[src/rtl/ee357_alu_muldiv.sv]
// Execute-stage ALU: combinational ops with zero latency, plus an iterative mul/div engine writing HI/LO.
// Mul/div takes WIDTH+1 busy cycles then a one-cycle done pulse; starts during busy are dropped (caller stalls on busy).
module ee357_alu_muldiv #(
   parameter int WIDTH = 32
) (
   input  logic             clk,
   input  logic             rst,
   input  logic             start,
   input  logic [5:0]       func,
   input  logic [WIDTH-1:0] opa,
   input  logic [WIDTH-1:0] opb,
   output logic [WIDTH-1:0] res,
   output logic             uov,
   output logic             sov,
   output logic             zero,
   output logic             cout,
   output logic             busy,
   output logic             done,
   output logic             dz,
   output logic [WIDTH-1:0] hi,
   output logic [WIDTH-1:0] lo
);

   localparam int SW = $clog2(WIDTH);
   localparam logic [SW-1:0] CNT_LAST = SW'(WIDTH - 1);

   localparam logic [5:0] F_SLL   = 6'b000000;
   localparam logic [5:0] F_SRL   = 6'b000010;
   localparam logic [5:0] F_SRA   = 6'b000011;
   localparam logic [5:0] F_MFHI  = 6'b010000;
   localparam logic [5:0] F_MTHI  = 6'b010001;
   localparam logic [5:0] F_MFLO  = 6'b010010;
   localparam logic [5:0] F_MTLO  = 6'b010011;
   localparam logic [5:0] F_MULT  = 6'b011000;
   localparam logic [5:0] F_MULTU = 6'b011001;
   localparam logic [5:0] F_DIV   = 6'b011010;
   localparam logic [5:0] F_DIVU  = 6'b011011;
   localparam logic [5:0] F_ADD   = 6'b100000;
   localparam logic [5:0] F_SUB   = 6'b100010;
   localparam logic [5:0] F_AND   = 6'b100100;
   localparam logic [5:0] F_OR    = 6'b100101;
   localparam logic [5:0] F_XOR   = 6'b100110;
   localparam logic [5:0] F_NOR   = 6'b100111;
   localparam logic [5:0] F_SLT   = 6'b101010;
   localparam logic [5:0] F_SLTU  = 6'b101011;

   typedef enum logic [1:0] {S_IDLE, S_RUN, S_FIX} state_t;

   typedef struct packed {
      logic is_div;
      logic neg_q;   // negate product (mul) or quotient (div)
      logic neg_r;   // negate remainder
      logic dz;
   } ctl_t;

   // ---------------- combinational ALU ----------------
   logic             is_sub;
   logic [WIDTH-1:0] b_eff;
   logic [WIDTH-1:0] sum;
   logic             carry;
   logic             add_ovf;
   logic [SW-1:0]    shamt;

   always_comb begin
      is_sub  = (func == F_SUB) || (func == F_SLT) || (func == F_SLTU);
      b_eff   = is_sub ? ~opb : opb;
      {carry, sum} = {1'b0, opa} + {1'b0, b_eff} + {{WIDTH{1'b0}}, is_sub};
      add_ovf = (opa[WIDTH-1] == b_eff[WIDTH-1]) && (sum[WIDTH-1] != opa[WIDTH-1]);
      shamt   = opa[SW-1:0];
   end

   always_comb begin
      res  = '0;
      uov  = 1'b0;
      sov  = 1'b0;
      cout = 1'b0;
      case (func)
         F_ADD: begin
            res  = sum;
            cout = carry;
            uov  = carry;
            sov  = add_ovf;
         end
         F_SUB, F_SLT, F_SLTU: begin
            cout = carry;
            uov  = ~carry;
            sov  = add_ovf;
            if (func == F_SUB)
               res = sum;
            else if (func == F_SLT)
               res = {{(WIDTH-1){1'b0}}, sum[WIDTH-1] ^ add_ovf};
            else
               res = {{(WIDTH-1){1'b0}}, ~carry};
         end
         F_AND:  res = opa & opb;
         F_OR:   res = opa | opb;
         F_XOR:  res = opa ^ opb;
         F_NOR:  res = ~(opa | opb);
         F_SLL:  res = opb << shamt;
         F_SRL:  res = opb >> shamt;
         F_SRA:  res = $unsigned($signed(opb) >>> shamt);
         F_MFHI: res = hi;
         F_MFLO: res = lo;
         default: res = '0;
      endcase
   end

   assign zero = (res == '0);

   // ---------------- mul/div engine ----------------
   state_t           state, state_nxt;
   ctl_t             ctl;
   logic [SW-1:0]    cnt;
   logic [WIDTH-1:0] opnd;     // multiplicand for mul, divisor for div
   logic [WIDTH-1:0] a_raw;
   logic [WIDTH-1:0] work_hi;
   logic [WIDTH-1:0] work_lo;

   logic             is_md, is_signed, is_div_f, a_neg, b_neg, accept_md, accept_mt;
   logic [WIDTH-1:0] mag_a, mag_b;

   always_comb begin
      is_md     = (func == F_MULT) || (func == F_MULTU) || (func == F_DIV) || (func == F_DIVU);
      is_signed = (func == F_MULT) || (func == F_DIV);
      is_div_f  = (func == F_DIV) || (func == F_DIVU);
      a_neg     = is_signed & opa[WIDTH-1];
      b_neg     = is_signed & opb[WIDTH-1];
      mag_a     = a_neg ? -opa : opa;
      mag_b     = b_neg ? -opb : opb;
      accept_md = start && (state == S_IDLE) && is_md;
      accept_mt = start && (state == S_IDLE) && ((func == F_MTHI) || (func == F_MTLO));
   end

   always_ff @(posedge clk or posedge rst) begin
      if (rst)
         state <= S_IDLE;
      else
         state <= state_nxt;
   end

   always_comb begin
      state_nxt = state;
      busy      = 1'b1;
      case (state)
         S_IDLE: begin
            busy = 1'b0;
            if (accept_md)
               state_nxt = S_RUN;
         end
         S_RUN:   if (cnt == CNT_LAST) state_nxt = S_FIX;
         S_FIX:   state_nxt = S_IDLE;
         default: state_nxt = S_IDLE;
      endcase
   end

   // One iteration: shift-add for mul, restoring subtract for div
   logic             m_c;
   logic [WIDTH-1:0] m_s;
   logic [WIDTH:0]   shifted;
   logic [WIDTH-1:0] diff;
   logic             ge;
   logic [WIDTH-1:0] hi_step, lo_step;

   always_comb begin
      {m_c, m_s} = {1'b0, work_hi} + {1'b0, (work_lo[0] ? opnd : {WIDTH{1'b0}})};
      shifted    = {work_hi, work_lo[WIDTH-1]};
      ge         = shifted >= {1'b0, opnd};
      diff       = shifted[WIDTH-1:0] - opnd;
      if (ctl.is_div) begin
         hi_step = ge ? diff : shifted[WIDTH-1:0];
         lo_step = {work_lo[WIDTH-2:0], ge};
      end else begin
         hi_step = {m_c, m_s[WIDTH-1:1]};
         lo_step = {m_s[0], work_lo[WIDTH-1:1]};
      end
   end

   logic [2*WIDTH-1:0] prod_fix;
   logic [WIDTH-1:0]   fix_hi, fix_lo;

   always_comb begin
      prod_fix = ctl.neg_q ? -{work_hi, work_lo} : {work_hi, work_lo};
      if (!ctl.is_div) begin
         fix_hi = prod_fix[2*WIDTH-1:WIDTH];
         fix_lo = prod_fix[WIDTH-1:0];
      end else if (ctl.dz) begin
         fix_hi = a_raw;
         fix_lo = '1;
      end else begin
         fix_hi = ctl.neg_r ? -work_hi : work_hi;
         fix_lo = ctl.neg_q ? -work_lo : work_lo;
      end
   end

   always_ff @(posedge clk or posedge rst) begin
      if (rst) begin
         ctl     <= '0;
         cnt     <= '0;
         opnd    <= '0;
         a_raw   <= '0;
         work_hi <= '0;
         work_lo <= '0;
         hi      <= '0;
         lo      <= '0;
         done    <= 1'b0;
         dz      <= 1'b0;
      end else begin
         done <= 1'b0;
         dz   <= 1'b0;
         case (state)
            S_IDLE: begin
               if (accept_md) begin
                  ctl.is_div <= is_div_f;
                  ctl.neg_q  <= a_neg ^ b_neg;
                  ctl.neg_r  <= a_neg;
                  ctl.dz     <= is_div_f && (opb == '0);
                  cnt        <= '0;
                  opnd       <= is_div_f ? mag_b : mag_a;
                  work_lo    <= is_div_f ? mag_a : mag_b;
                  work_hi    <= '0;
                  a_raw      <= opa;
               end else if (accept_mt) begin
                  if (func == F_MTHI)
                     hi <= opa;
                  else
                     lo <= opa;
               end
            end
            S_RUN: begin
               cnt     <= cnt + 1'b1;
               work_hi <= hi_step;
               work_lo <= lo_step;
            end
            S_FIX: begin
               hi   <= fix_hi;
               lo   <= fix_lo;
               done <= 1'b1;
               dz   <= ctl.dz;
            end
            default: ;
         endcase
      end
   end

endmodule

[config.mk]
export PLATFORM = sky130hd
export DESIGN_NAME = ee357_alu_muldiv
export DESIGN_NICKNAME = d
export VERILOG_FILES = /design/src/rtl/ee357_alu_muldiv.sv
export SDC_FILE = /design/constraint.sdc
export NUM_CORES = 2
export LEC_CHECK = 0
export BUFFER_PORTS_ARGS = -buffer_cell sky130_fd_sc_hd__buf_4
export CORE_MARGIN = 2
export CORE_UTILIZATION = 43
export DETAILED_ROUTE_END_ITERATION = 8
export PLACE_DENSITY = 0.66
export SYNTH_ARGS = -nofsm -noshare
export SYNTH_HDL_FRONTEND = slang
export SYNTH_SLANG_ARGS = --single-unit
export TNS_END_PERCENT = 10
[constraint.sdc]
create_clock -name clk -period 7.6 [get_ports clk]
set_input_delay 0.76 -clock clk [delete_from_list [all_inputs] [get_ports clk]]
set_output_delay 0.76 -clock clk [all_outputs]
set_load 0.05 [all_outputs]
Yosys cells after proc, flatten, opt, wreduce, memory -nomap -nowiden
Index checks and enable logic that the tools add are counted.

Add/subtract/negate cells: 10. $lt $le $gt $ge: 1. Eq/ne operators: 29. Shift operators: 3. Multiplexer cells: 42. Bitwise operators: 10. Reductions and logical operators: 26.

Operators by type and width (number): two-way mux 32 bit (24); case mux 32 bit (11 select lines) (1); case mux 32 bit (2 select lines) (4); negation 32 bit (4); adder 32 x 32 -> 33 bit (2); zero test 32 bit (2); two-way mux 64 bit (1); negation 64 bit (1); inverter 32 bit (2); == test 6 x 5 -> 1 bit, second input constant (8); == test 6 bit, second input constant (8); adder 33 x 1 -> 33 bit (1); >= comparator 33 x 32 -> 1 bit (1); AND 32 bit (1); OR 32 bit (1); left shift 32 x 5 -> 32 bit (1); >> shifter 32 x 5 -> 32 bit (1); >>> shifter 32 x 5 -> 32 bit (1); subtractor 32 bit (1); bitwise XOR 32 bit (1); == test 6 x 2 -> 1 bit, second input constant (2); inequality test 2 bit, second input constant (5); case mux 5 bit (2 select lines) (1); logical OR 1 bit (8); 23 further kinds (39).

Register bits: 205. Output and inout bits: 103.

Logic depth before layout (Yosys ltp)
Depth in word-level cells: 13. Gate-level depth with buffers: 18. Depth with buffers taken out: 14.

Worst setup path after synthesis
OpenSTA, ideal clock, no wires.

Path kind: input-to-output. Start: in func[2]. End: out zero. Arrival time: 6.182 ns. Required time: 6.840 ns. Path slack: 0.658 ns. Stages on the path: 17. Path buffers: 3. Path through: clkbuf_1 nand4bb_1 or2_2 clkbuf_1 clkbuf_1 xnor2_1 fa_1 a211o_1 and3_1 nor4_2 o31ai_1 xnor2_1 o21ai_0 or4_1 nor4b_2 nand4b_1 nor2_1.

RTL lines: start: declaration (RTL line 9) `input logic [5:0] func,`; == test 6 bit (on tied branches) (RTL line 65, 77, 88); logical OR 1 bit (2 in a row) (RTL line 65) `is_sub = (func == F_SUB) || (func == F_SLT) || (func == F_SLTU);`; two-way mux 32 bit (RTL line 66) `b_eff = is_sub ? ~opb : opb;`; adder 32 x 32 -> 33 bit (RTL line 67) `{carry, sum} = {1'b0, opa} + {1'b0, b_eff} + {{WIDTH{1'b0}}, is_sub};`; adder 33 x 1 -> 33 bit (RTL line 67); two-way mux 32 bit (RTL line 88) `if (func == F_SUB)`; case mux 32 bit (11 select lines) * (RTL line 77) `case (func)`; net res[14] (RTL line 12) `output logic [WIDTH-1:0] res,`; zero test 32 bit * (RTL line 108) `assign zero = (res == '0);`; end: declaration (RTL line 15) `output logic zero,`.

Mark *: on every way through the listed nets, which the timed path passes. The rest lies on a longest branch.

Final worst setup path
Start: in func[1]. End: out zero.

Longest elaborated chain between the ends: 13.

Ends and longest elaborated chain: == test 6 bit (on tied branches); logical OR 1 bit (2 in a row) (RTL line 65); two-way mux 32 bit (RTL line 66); adder 32 x 32 -> 33 bit (RTL line 67); adder 33 x 1 -> 33 bit (RTL line 67); inequality test 1 bit (RTL line 68) `add_ovf = (opa[WIDTH-1] == b_eff[WIDTH-1]) && (sum[WIDTH-1] != opa[WIDTH-1]);`; logical AND 1 bit (RTL line 68); bitwise XOR 1 bit (RTL line 91) `res = {{(WIDTH-1){1'b0}}, sum[WIDTH-1] ^ add_ovf};`; two-way mux 1 bit (RTL line 90) `else if (func == F_SLT)`; two-way mux 32 bit (RTL line 88); case mux 32 bit (11 select lines) * (RTL line 77); zero test 32 bit * (RTL line 108).

Mark *: on every way between the ends. The rest lies on a longest branch, timed or not.

==> impl_metrics.csv <==
group,metric,value,unit
global_route,grt_pass1_vias,25431,
clocking,numCtsBuffers,26,
setup_path,endpoint_kind,"output pin",
synthesis,ys_seq_area_share,19.93,%
synthesis,async_reset_ff_share,100.0,%
power,vdd_drop_max,0.1866,mV
placed_design,place_congestion,1.063,
setup_path,path_cells,"buf_4 > nand4bb_1 > or2_2 > buf_4 > xnor2_1 > ha_1 > o2111a_1 > and3_1 > nor4_2 > o31ai_1 > xnor2_1 > o21ai_0 > or4_1 > nor4b_2 > nand4b_1 > nor2_1 > buf_4",
synthesis,synth_seq_cells,205,
setup_path,crit_type,"in2out",
die,io_pins,176,
sta,finClkSkew,0.02270,ns
setup_path,required,6.84,ns
global_route,grt_use_total,36.20,%
synthesis,synthDominantCellAreaShare,19.93,%
die,num_rows,89,
global_route,grt_pass1_wl,171800,um
routing,ant_nets,0,
placed_design,hpwlAfterDp,87510,um
sta,finalWorstSetupSlack,1.034,ns
synthesis,yosysTopAreaCell,"dfrtp_1",
setup_path,crit_path_frequent_cell,"buf_4",
synthesis,synth_common_cells,"nand2_1, o21ai_0, a21oi_1",
outcome,status,"finished, violations left",
synthesis,synth-edff-count,0,
setup_path,crit_path_top_delay_cell,"nor4_2",
die,die_y,248.7,um
routing,routed_via_density,6.822,
synthesis,ys_top_cells_by_area,"dfrtp_1, ha_1, xnor2_1, o21ai_0, nand2_1",
finish,fillers,5871,
die,die_area,61830,sq um
die,die_w,248.7,um
setup_path,cpPeakStageDelay,0.70,ns
clocking,cts_hold_buf,0,
setup_path,critPathBufInv,3,
die,core-area,59130,sq um
setup_path,cp-start-kind,"primary input",
setup_path,critical-path-top-delay-family,"simple AND/OR/NAND/NOR gates",
routing,vias,28080,
clocking,tritoncts,"done",
clocking,clk_latency,0.56,ns
synthesis,ys.flop_type,"dfrtp_1",
finish,seq_area,5134,sq um
synthesis,ys_warn_count,0,
synthesis,synthesis.nets,3586,
routing,routed_wl,116000,um
sta,rsz0062_at_grt,"no",
routing,drt_iter0_markers,4254,
synthesis,synth.distinct_cells,90,
sta,hold_viol,0,
placed_design,place_area,27390,sq um
clocking,h-tree-depth,1,
finish,fin_nets,3568,
clocking,cts_root_buf,"clkbuf_16",
power,power_density,287.7,nW/um^2
setup_path,worstPathArrival,5.81,ns
sta,fin_crit_sh,86.40,%
clocking,clock_sinks,205,
power,p_leak,11.72,nW
clocking,clk_pin_slew,0.06,ns
routing,drc,17,
job,cap_viol_max_count,0,
synthesis,synth.most_common_cell,"nand2_1",
global_route,overflow,0,
clocking,cts_resized,0,
routing,wire_per_inst,28.19,um
finish,syn_to_final_growth,9.927,%
sta,final.min_clock_period,6.566,ns
clocking,clk_path_buf_depth,3,
synthesis,syn_area_per_cell,7.701,sq um
synthesis,netlist_instances,3342,
finish,stdcell_area,28290,sq um
routing,drtPass1Iterations,8,
setup_path,crit_fanout,30,
clocking,cts_setup_buffers,0,
global_route,antenna_found_initial,2,
sta,tightest_slew,1.168,ns
finish,multi_input_area,19030,sq um
worst_hold_path,hold_class,"in2async",
synthesis,syn_area,25740,sq um
finish,drive_above_1_share,11.97,%
sta,fmax,0.1523,GHz
die,start_util,43.53,%
global_route,grt_max_degree,112,
sta,max_slew_margin,21.47,%
sta,drv_slew,0,
sta,setup-violations-final,0,
finish,diodes,0,
sta,fin_tns_setup,0,ns
outcome,violations,"DRC",
placed_design,port_buffers,175,
placed_design,pre_cts_ws,1.087,ns
==> final cells by class <==
| type | count | area share, % |
|---|---|---|
| multi-input cells | 2722 | 67.27 |
| clock inverters | 8 | 0.4246 |
| inverters | 138 | 1.857 |
| well taps | 773 | 3.419 |
| flip-flops and latches | 205 | 18.15 |
| clock buffers | 39 | 2.760 |
| repair buffers | 231 | 6.129 |
==> worst paths after layout <==
path	to	cells after the start	startpoint	slack (ns)
setup / recovery	zero	17	func[1]	1.03
hold / removal	done	2	rst	0.33
setup reg to reg	work_hi[5]	12	work_hi[9]	2.48
hold reg to reg	a_raw[12]	2	a_raw[12]	0.48
max in group asynchronous	ctl[3]	3	rst	5.64
min in group clk	a_raw[12]	2	a_raw[12]	0.48
==> cell families after synthesis <==
| group | synth area share, % |
|---|---|
| AO/OA/AOI/OAI | 27.59 |
| XOR/XNOR | 8.235 |
| adder cells (fa/ha/maj) | 8.401 |
| buffers and inverters | 6.475 |
| flip-flops | 19.93 |
| multiplexers | 10.71 |
| AND/OR/NAND/NOR | 18.65 |
==> sequential cells by signal (all words and copies together), names as in the netlist <==
signal and count:
a_raw 32, cnt 5, ctl 4, done 1, dz 1, hi 32, lo 32, opnd 32
state 2, work_hi 32, work_lo 32
==> routing by layer <==
metal	vias up	track usage [%]	routed length, um
li1	12339	-	-
met3	339	9.871	14770
met2	1932	52.46	47910
met1	13468	49.92	46900
met4	2	16.48	6432
met5	-	0	13
==> stage by stage <==
stage	util, %	hold WS [ns]	total power [W]	std cells
2_1_floorplan	-	0.4412	0.005406	3342
3_3_place_gp	46.32	0.4583	0.006636	4069
3_5_place_dp	46.32	0.4655	0.006684	4069
4_1_cts	47.85	0.3589	0.008031	4116
5_1_grt	47.85	0.3771	0.008691	4116
6_report	47.85	0.3271	0.008138	4116
==> report_power, final <==
part	internal (W)	switching, W
Clock	0.000807	0.000521
Combinational	0.00193	0.00285
Sequential	0.00143	0.000610
Total	0.00416	0.00398
==> cell usage in the layout, fill, tap and decap left out, types with 41 or more instances in the layout <==
| master | synthesis | routed |
|---|---|---|
| a211oi_1 | 76 | 76 |
| a21o_1 | 45 | 45 |
| a21oi_1 | 226 | 226 |
| buf_4 | 12 | 231 |
| dfrtp_1 | 205 | 204 |
| ha_1 | 168 | 168 |
| inv_1 | 133 | 131 |
| mux2i_1 | 111 | 111 |
| mux4_2 | 62 | 62 |
| nand2_1 | 372 | 371 |
| nand3_1 | 80 | 79 |
| nor2_1 | 224 | 222 |
| nor3_1 | 61 | 60 |
| o211ai_1 | 65 | 65 |
| o21ai_0 | 325 | 324 |
| o22ai_1 | 41 | 41 |
| xnor2_1 | 202 | 202 |
(Power assumes the default switching activity.)
